### src/rtl/seg_pkg.sv
// Shared definitions for the snake game display scheduler: phase encoding,
// decimal-point patterns and BCD digit limits.
package seg_pkg;

  // Game phase; the encoding is also what state_o reports.
  typedef enum logic [1:0] {
    ST_IDLE  = 2'd0,
    ST_RUN   = 2'd1,
    ST_PAUSE = 2'd2,
    ST_OVER  = 2'd3
  } state_t;

  // Point after the minutes digits separates MM from SS; the extra point on
  // the rightmost digit marks a paused game.
  localparam logic [5:0] POINT_NORMAL = 6'b000100;
  localparam logic [5:0] POINT_PAUSE  = 6'b000101;

  // Largest value of a decimal digit and of the tens-of-seconds digit.
  localparam logic [3:0] BCD_DIGIT_MAX = 4'd9;
  localparam logic [3:0] BCD_TENS_MAX  = 4'd5;

  // Out-of-range BCD digits from the game core are shown as 9.
  function automatic logic [3:0] clamp_bcd(input logic [3:0] d);
    return (d > BCD_DIGIT_MAX) ? BCD_DIGIT_MAX : d;
  endfunction

endpackage

### src/rtl/bcd_mmss_timer.sv
// Elapsed-time stopwatch: a sys_clk prescaler producing a 1 s tick and a
// saturating BCD MM:SS counter (stops at 99:59). clr wins over en.
module bcd_mmss_timer
  import seg_pkg::*;
#(
  parameter int SEC_CNT_MAX = 49_999_999
) (
  input  logic       clk,
  input  logic       rst,
  input  logic       en,
  input  logic       clr,
  output logic       tick,
  output logic [7:0] min_bcd,
  output logic [7:0] sec_bcd
);

  localparam int PW = (SEC_CNT_MAX > 0) ? $clog2(SEC_CNT_MAX + 1) : 1;
  localparam logic [PW-1:0] PRESC_TOP = PW'(SEC_CNT_MAX);

  logic [PW-1:0] presc;
  logic [3:0]    sec_ones;
  logic [3:0]    sec_tens;
  logic [3:0]    min_ones;
  logic [3:0]    min_tens;
  logic          at_max;

  assign tick    = en && (presc == PRESC_TOP);
  assign at_max  = (min_tens == BCD_DIGIT_MAX) && (min_ones == BCD_DIGIT_MAX) &&
                   (sec_tens == BCD_TENS_MAX) && (sec_ones == BCD_DIGIT_MAX);
  assign min_bcd = {min_tens, min_ones};
  assign sec_bcd = {sec_tens, sec_ones};

  // Prescaler wraps every second; each wrap advances MM:SS with BCD carries
  // unless the counter already shows 99:59.
  always_ff @(posedge clk or posedge rst) begin
    if (rst) begin
      presc    <= '0;
      sec_ones <= 4'd0;
      sec_tens <= 4'd0;
      min_ones <= 4'd0;
      min_tens <= 4'd0;
    end else if (clr) begin
      presc    <= '0;
      sec_ones <= 4'd0;
      sec_tens <= 4'd0;
      min_ones <= 4'd0;
      min_tens <= 4'd0;
    end else if (en) begin
      if (tick) begin
        presc <= '0;
        if (!at_max) begin
          if (sec_ones != BCD_DIGIT_MAX) begin
            sec_ones <= sec_ones + 4'd1;
          end else begin
            sec_ones <= 4'd0;
            if (sec_tens != BCD_TENS_MAX) begin
              sec_tens <= sec_tens + 4'd1;
            end else begin
              sec_tens <= 4'd0;
              if (min_ones != BCD_DIGIT_MAX) begin
                min_ones <= min_ones + 4'd1;
              end else begin
                min_ones <= 4'd0;
                min_tens <= min_tens + 4'd1;
              end
            end
          end
        end
      end else begin
        presc <= presc + 1'b1;
      end
    end
  end

endmodule

### src/rtl/seg_disp_ctrl.sv
// Display scheduler for the snake game's 6-digit 595 display: game phase
// FSM, score latch, game-over blink and the registered BCD output word.
module seg_disp_ctrl
  import seg_pkg::*;
#(
  parameter int SEC_CNT_MAX   = 49_999_999,
  parameter int BLINK_CNT_MAX = 12_499_999
) (
  input  logic        sys_clk,
  input  logic        sys_rst,
  input  logic        start_signal,
  input  logic        clear_signal,
  input  logic        pause_signal,
  input  logic        game_over,
  input  logic [7:0]  score_bcd,
  output logic [23:0] disp_bcd,
  output logic [5:0]  point,
  output logic        seg_en,
  output logic        sign,
  output logic [1:0]  state_o
);

  localparam int BW = (BLINK_CNT_MAX > 0) ? $clog2(BLINK_CNT_MAX + 1) : 1;
  localparam logic [BW-1:0] BLINK_TOP = BW'(BLINK_CNT_MAX);

  state_t        state;
  logic          ev_clear;
  logic          ev_over;
  logic          ev_pause;
  logic          ev_start;
  logic          timer_en;
  logic          timer_clr;
  logic          sec_tick;
  logic [7:0]    min_bcd;
  logic [7:0]    sec_bcd;
  logic [3:0]    score_tens;
  logic [3:0]    score_ones;
  logic [BW-1:0] blink_cnt;
  logic          blink_on;

  // Coinciding pulses resolve to a single event: clear > game_over > pause
  // > start. A higher pulse that the current phase ignores still masks the
  // lower ones.
  assign ev_clear = clear_signal;
  assign ev_over  = game_over & ~clear_signal;
  assign ev_pause = pause_signal & ~clear_signal & ~game_over;
  assign ev_start = start_signal & ~clear_signal & ~game_over & ~pause_signal;

  // Time runs only in RUN, judged on the current phase so a tick on the
  // cycle that leaves RUN still lands. Clearing zeroes the timer in the same
  // edge that returns to IDLE, and IDLE keeps it at zero.
  assign timer_en  = (state == ST_RUN);
  assign timer_clr = ev_clear || (state == ST_IDLE);

  bcd_mmss_timer #(
    .SEC_CNT_MAX(SEC_CNT_MAX)
  ) u_timer (
    .clk    (sys_clk),
    .rst    (sys_rst),
    .en     (timer_en),
    .clr    (timer_clr),
    .tick   (sec_tick),
    .min_bcd(min_bcd),
    .sec_bcd(sec_bcd)
  );

  // Phase transitions plus the output register, which presents the
  // pre-edge phase, counters and latch one cycle later.
  always_ff @(posedge sys_clk or posedge sys_rst) begin
    if (sys_rst) begin
      state    <= ST_IDLE;
      disp_bcd <= 24'h000000;
      point    <= 6'b000000;
      seg_en   <= 1'b0;
      sign     <= 1'b0;
      state_o  <= 2'd0;
    end else begin
      disp_bcd <= {score_tens, score_ones, min_bcd, sec_bcd};
      point    <= (state == ST_PAUSE) ? POINT_PAUSE : POINT_NORMAL;
      seg_en   <= (state == ST_OVER) ? blink_on : 1'b1;
      sign     <= 1'b0;
      state_o  <= state;
      if (ev_clear) begin
        state <= ST_IDLE;
      end else begin
        case (state)
          ST_IDLE:  if (ev_start) state <= ST_RUN;
          ST_RUN: begin
            if (ev_over)       state <= ST_OVER;
            else if (ev_pause) state <= ST_PAUSE;
          end
          ST_PAUSE: begin
            if (ev_over)                     state <= ST_OVER;
            else if (ev_pause || ev_start)   state <= ST_RUN;
          end
          ST_OVER:  state <= ST_OVER;
          default:  state <= ST_IDLE;
        endcase
      end
    end
  end

  // Score follows the game core while running, freezes in PAUSE and OVER
  // (OVER keeps the value loaded on the game_over cycle), zero in IDLE.
  always_ff @(posedge sys_clk or posedge sys_rst) begin
    if (sys_rst) begin
      score_tens <= 4'd0;
      score_ones <= 4'd0;
    end else if (ev_clear || (state == ST_IDLE)) begin
      score_tens <= 4'd0;
      score_ones <= 4'd0;
    end else if (state == ST_RUN) begin
      score_tens <= clamp_bcd(score_bcd[7:4]);
      score_ones <= clamp_bcd(score_bcd[3:0]);
    end
  end

  // Blink runs only in OVER; held idle elsewhere so OVER always starts with
  // the display lit and a fresh half-period.
  always_ff @(posedge sys_clk or posedge sys_rst) begin
    if (sys_rst) begin
      blink_cnt <= '0;
      blink_on  <= 1'b1;
    end else if (state != ST_OVER) begin
      blink_cnt <= '0;
      blink_on  <= 1'b1;
    end else if (blink_cnt == BLINK_TOP) begin
      blink_cnt <= '0;
      blink_on  <= ~blink_on;
    end else begin
      blink_cnt <= blink_cnt + 1'b1;
    end
  end

  // A second can only elapse while the game is running.
  always @(posedge sys_clk) begin
    if (!sys_rst && sec_tick) begin
      assert (state == ST_RUN);
    end
  end

endmodule

### config.mk
export PLATFORM = sky130hd
export DESIGN_NAME = seg_disp_ctrl
export DESIGN_NICKNAME = d
export VERILOG_FILES = /design/src/rtl/seg_pkg.sv /design/src/rtl/bcd_mmss_timer.sv /design/src/rtl/seg_disp_ctrl.sv
export SDC_FILE = /design/constraint.sdc
export NUM_CORES = 1
export LEC_CHECK = 0
export CORE_ASPECT_RATIO = 1.75
export CORE_MARGIN = 3
export CORE_UTILIZATION = 46
export DETAILED_ROUTE_END_ITERATION = 8
export GPL_TIMING_DRIVEN = 0
export PLACE_DENSITY_LB_ADDON = 0.15
export SLEW_MARGIN = 30
export SYNTH_ARGS = -nofsm -noshare
export SYNTH_HDL_FRONTEND = slang
export SYNTH_SLANG_ARGS = --single-unit
### constraint.sdc
create_clock -name sys_clk -period 3.5 [get_ports sys_clk]
set_input_delay 0.525 -clock sys_clk [delete_from_list [all_inputs] [get_ports sys_clk]]
set_output_delay 0.525 -clock sys_clk [all_outputs]
set_load 0.02 [all_outputs]
---- Word-level counts from Yosys, hierarchy flattened ----
Cells that the tools add are included.
cells by class
  add/subtract/negate cells ............... 6
  reductions and logical operators ........ 15
  order comparisons ....................... 2
  bitwise logic cells ..................... 10
  multiplexer cells ....................... 47
  equal/unequal tests ..................... 20
operator list
  operator                 count
  $mux W4                  31
  $mux W26                 3
  $mux W24                 2
  $add A26 B1 Y26 const B  1
  $eq A26 B26 Y1 const B   1
  $add A24 B1 Y24 const B  1
  $eq A24 B24 Y1 const B   1
  $add A4 B1 Y4 const B    4
  $eq A4 B4 Y1 const B     3
  $mux W2                  6
  $ne A4 B4 Y1 const B     3
  $ne A2 B2 Y1 const B     5
  $gt A4 B4 Y1 const B     2
  $ne A4 B3 Y1 const B     2
  $pmux W2 S4              1
  $and A1 B1 Y1            6
  $reduce_and A3 Y1        2
  $reduce_and A6 Y1        1
  $reduce_bool A2 Y1       3
  $reduce_and A5 Y1        1
  $eq A2 B2 Y1 const B     2
  $eq A4 B3 Y1 const B     1
  $logic_and A1 B1 Y1      4
  $mux W1                  4
  6 further kinds          10
storage, ports and cells
  output and inout port bits .............. 34
  bits of input ports ..................... 14
  flip-flop bits (word level) ............. 107
  word-level logic and storage cells ...... 114

---- Longest topological paths before layout ----
  depth in word-level cells ............... 9
  depth in mapped cells ................... 7
  gate-level depth less buffers ........... 7

---- Cells and area by module ----
From an unflattened synthesis, not the netlist that was laid out.
second synthesis, totals
  cells, all modules ...................... 478
  area total of the unflattened synthesis .. 4983.5 um2
modules (own cells, without submodules)
  module          area an instance (um2)  sequential area each (um2)  instances  cells an instance
  seg_disp_ctrl   2565.0                  1602.8                      1          223
  bcd_mmss_timer  2418.6                  1051.0                      1          255

---- Least setup slack after synthesis ----
Ideal clock, no wire load.
  path type ............................... register -> register
  start ................................... register u_timer.presc[0]
  end ..................................... register u_timer.sec_ones[2]
  setup time .............................. 0.126 ns
  cell stages (with the launch flop) ...... 8
  path slack .............................. 1.377 ns
  arrival time ............................ 1.997 ns
  path buffers ............................ 1
  required time ........................... 3.374 ns
  clock period less this slack ............ 2.123 ns
  path through ............................ dfrtp_1 > ha_1 > or4b_1 > nor3_2 > a21o_1 > buf_4 > nand2_1 > a221o_1
between the ends
  cells in the longest elaborated chain, start to end .. 4
ends and longest elaborated chain
  element                              RTL line              text
  from (decl)                          bcd_mmss_timer.sv:20  logic [PW-1:0] presc;
  from (signal assigned)               bcd_mmss_timer.sv:70  presc <= presc + 1'b1;
  $eq A26 B26 Y1                       bcd_mmss_timer.sv:27  assign tick = en && (presc == PRESC_TOP);
  $logic_and A1 B1 Y1                  bcd_mmss_timer.sv:27
  $reduce_bool A2 Y1 (no source line)  n/a
  $reduce_and A3 Y1 (no source line)   n/a
  to (signal assigned)                 bcd_mmss_timer.sv:53  sec_ones <= sec_ones + 4'd1;
  to (decl)                            bcd_mmss_timer.sv:21  logic [3:0] sec_ones;
No other way between the ends.
A chain may end at the register's enable or synchronous reset.

---- Final worst setup path ----
  start ................................... register u_timer.presc[0]
  end ..................................... register u_timer.sec_ones[3]
The elaborated chain is that of the path after synthesis.

==> qor.yml <==
slew_headroom_pct: 54.2
crit_type: "flip-flop to flip-flop"
hold_viol: 0
finalSetupViolations: 0
routed_wl_um: 9880
cp-end-kind: "flip-flop"
antenna_found_initial: 0
numPortBuffers: 41
area_growth_pct: 18.8
fp.dieW_um: 83.3
yosysWarnings: 0
fill_cells: 867
cts_root_buffer: "clkbuf_16"
multiInputGateArea_um2: 2020
vdd_drop_max_mv: 0.287
finalSetupTns_ns: 0
cts_hold_buf: 0
status: "finished clean"
hold_class: "flip-flop to flip-flop"
p_per_area_nw_per_um2: 410
synth_top_area_share_pct: 54.6
synthAdderAreaFrac_pct: 2.60
first_iter_violations: 143
critPathLaunchType: "flip-flop"
die_y_um: 141
rsz0062_at_grt: "false"
grt_max_degree: 66
gp_congestion: 0.824
routedWlPerCell_um: 15.2
synth_compound_area_share_pct: 5.95
start_util_pct: 48.0
yosys.area_share.simple_pct: 24.2
clock_latency_ns: 0.34
viasPerCell: 5.44
antennaDiodeCount: 0
synth_xor_xnor_area_share_pct: 7.82
pin_count: 48
synthTopCellsByArea: "dfrtp_1, nor2_1, xor2_1, xnor2_1, nand3_1"
ys.flop_type: "dfrtp_1"
drcViolationCount: 0
hpwl_um: 7160
drt_pre_antenna_iters: 4
htree_levels: 3
yosysSeqAreaShare_pct: 55.1
netlist_area_um2: 4820
min_period_over_period_pct: 67.7
post_cts_buffers: 0
nets: 546
clkTransAtPathRegs_ns: 0.07
cp.required_ns: 3.73
synth-seq-cells: 106
rows: 48
dp.cells: 636
ff_latch_area_um2: 2650
synth.most_common_cell: "dfrtp_1"
final_cells: 652
p_leak_nw: 2.38
grt_pass1_vias: 3575
cp.arrival_ns: 2.60
maxSlewViolCount: 0
postSynthCellCount: 465
cts_resized: 0
grt_first_pass_wirelength_um: 16900
ys_top_cells_by_count: "dfrtp_1, nor2_1, nand3_1"
synth_edf_count: 0
max_freq_mhz: 422
min_period_ns: 2.37
core-area_um2: 10000
clock-sinks: 106
synth_mux_area_share_pct: 0.857
synth.distinct_cells: 52
fin_skew_ns: 0.00857
clockBufferDepth: 2
numCtsBuffers: 9
fp.dieArea_um2: 11800
synth_top_family_by_area: "simple AND/OR/NAND/NOR gates"
drv_cap: 0
gr-total-overflow: 0
postRouteAntennaNets: 0
async_flop_share_pct: 100
grt_usage_pct: 17.7
crit_fanout: 9
avgSynthCellArea_um2: 10.4
ff2ff_setup_slack_ns: 1.13
drive_above_1_share_pct: 6.07
cts_tree: "yes"
worst_slew_pin_slew_ns: 0.681
vias: 3546
synth_top_area_cell: "dfrtp_1"
-- path summary, 6_finish.rpt --
kind | from | endpoint | cells past startpoint
min in group asynchronous | sys_rst | disp_bcd[10] | 2
max | u_timer.presc[0] | u_timer.sec_ones[3] | 7
min | score_tens[2] | disp_bcd[22] | 0
max reg2reg | u_timer.presc[0] | u_timer.sec_ones[3] | 7
max in group asynchronous | sys_rst | blink_on | 3
min reg2reg | score_tens[2] | disp_bcd[22] | 0
-- worst max-delay path: stages, from the launching register on --
cell	delay (ns)
dfrtp_1	0.41
ha_1	0.24
or4b_1	0.49
nor3_2	0.29
a21o_1	0.16
buf_4	0.16
nand2_1	0.13
a221o_1	0.37
-- cells by family after synthesis --
family / after synthesis
AND/OR/NAND/NOR: 217
flip-flops: 106
AO/OA/AOI/OAI: 48
XOR/XNOR: 43
buffers and inverters: 35
adder cells (fa/ha/maj): 10
multiplexers: 4
other: 2
-- cell usage in the layout, fill, tap and decap left out, types with 4 or more instances in the layout --
master           synthesis  layout
inv_1                   13      12
and3b_1                  4       4
a21oi_1                 21      21
nor4b_1                  6       6
nor3_1                   9       8
xnor2_1                 18      18
conb_1                   2       6
ha_1                    10      10
nand3_1                 28      28
xor2_1                  25      25
clkbuf_1                12      13
and3_1                  15      15
clkbuf_16                0       9
nand4_1                 16      16
or3_1                    8       8
nand2_1                 20      20
clkdlybuf4s50_1          0      41
buf_4                    7       7
dfrtp_1                105     105
nor4_1                   9       9
o21ai_0                 12      12
nand3b_1                 5       5
nor2_1                  74      74
-- cell type report --
cell class,count,share of cell area [%]
sequential,106,46.4
multi-input combinational,328,35.4
inverter,14,1.01
tap,125,2.73
clock inverter,4,0.481
buffer,21,1.84
timing repair buffer,42,7.66
clock buffer,12,4.48
-- per-layer routing --
layer | global-route usage (%) | vias up | routed length (µm) | part of all wire [%]
li1 | - | 1723 | - | -
met1 | 20.2 | 1766 | 4050 | 41
met2 | 33.2 | 46 | 5440 | 55
met3 | 2.79 | 11 | 251 | 2.5
met4 | 6.29 | 0 | 139 | 1.4
met5 | 0 | - | 0 | 0
-- power breakdown --
part / total, W / internal [W] / switching [W]
combinational: 0.000139 / 0.0000507 / 0.0000886
clock: 0.000958 / 0.000522 / 0.000436
sequential: 0.00125 / 0.00124 / 0.00000783
-- per-stage QoR --
step	hold WS, ns	utilization (%)	setup WS [ns]	instance area (µm²)	total power (W)
after floorplan	0.354	-	0.188	4830	0.00135
after global placement	0.356	53.8	-1.29	5400	0.00140
after detailed placement	0.361	54.1	1.10	5430	0.00141
after CTS	0.377	57.0	1.09	5710	0.00236
after global routing	0.386	57.0	0.884	5720	0.00244
final	0.375	57.0	1.13	5720	0.00234
-- registers in the layout, summed over array words and instances, names as in the netlist --
register          cells
state                 2
u_timer.presc        26
state_o               2
u_timer.sec_tens      4
blink_on              1
seg_en                1
blink_cnt            24
u_timer.min_ones      4
u_timer.min_tens      4
score_ones            4
point                 2
disp_bcd             24
score_tens            4
u_timer.sec_ones      4
Power figures use the tool's default switching activity.
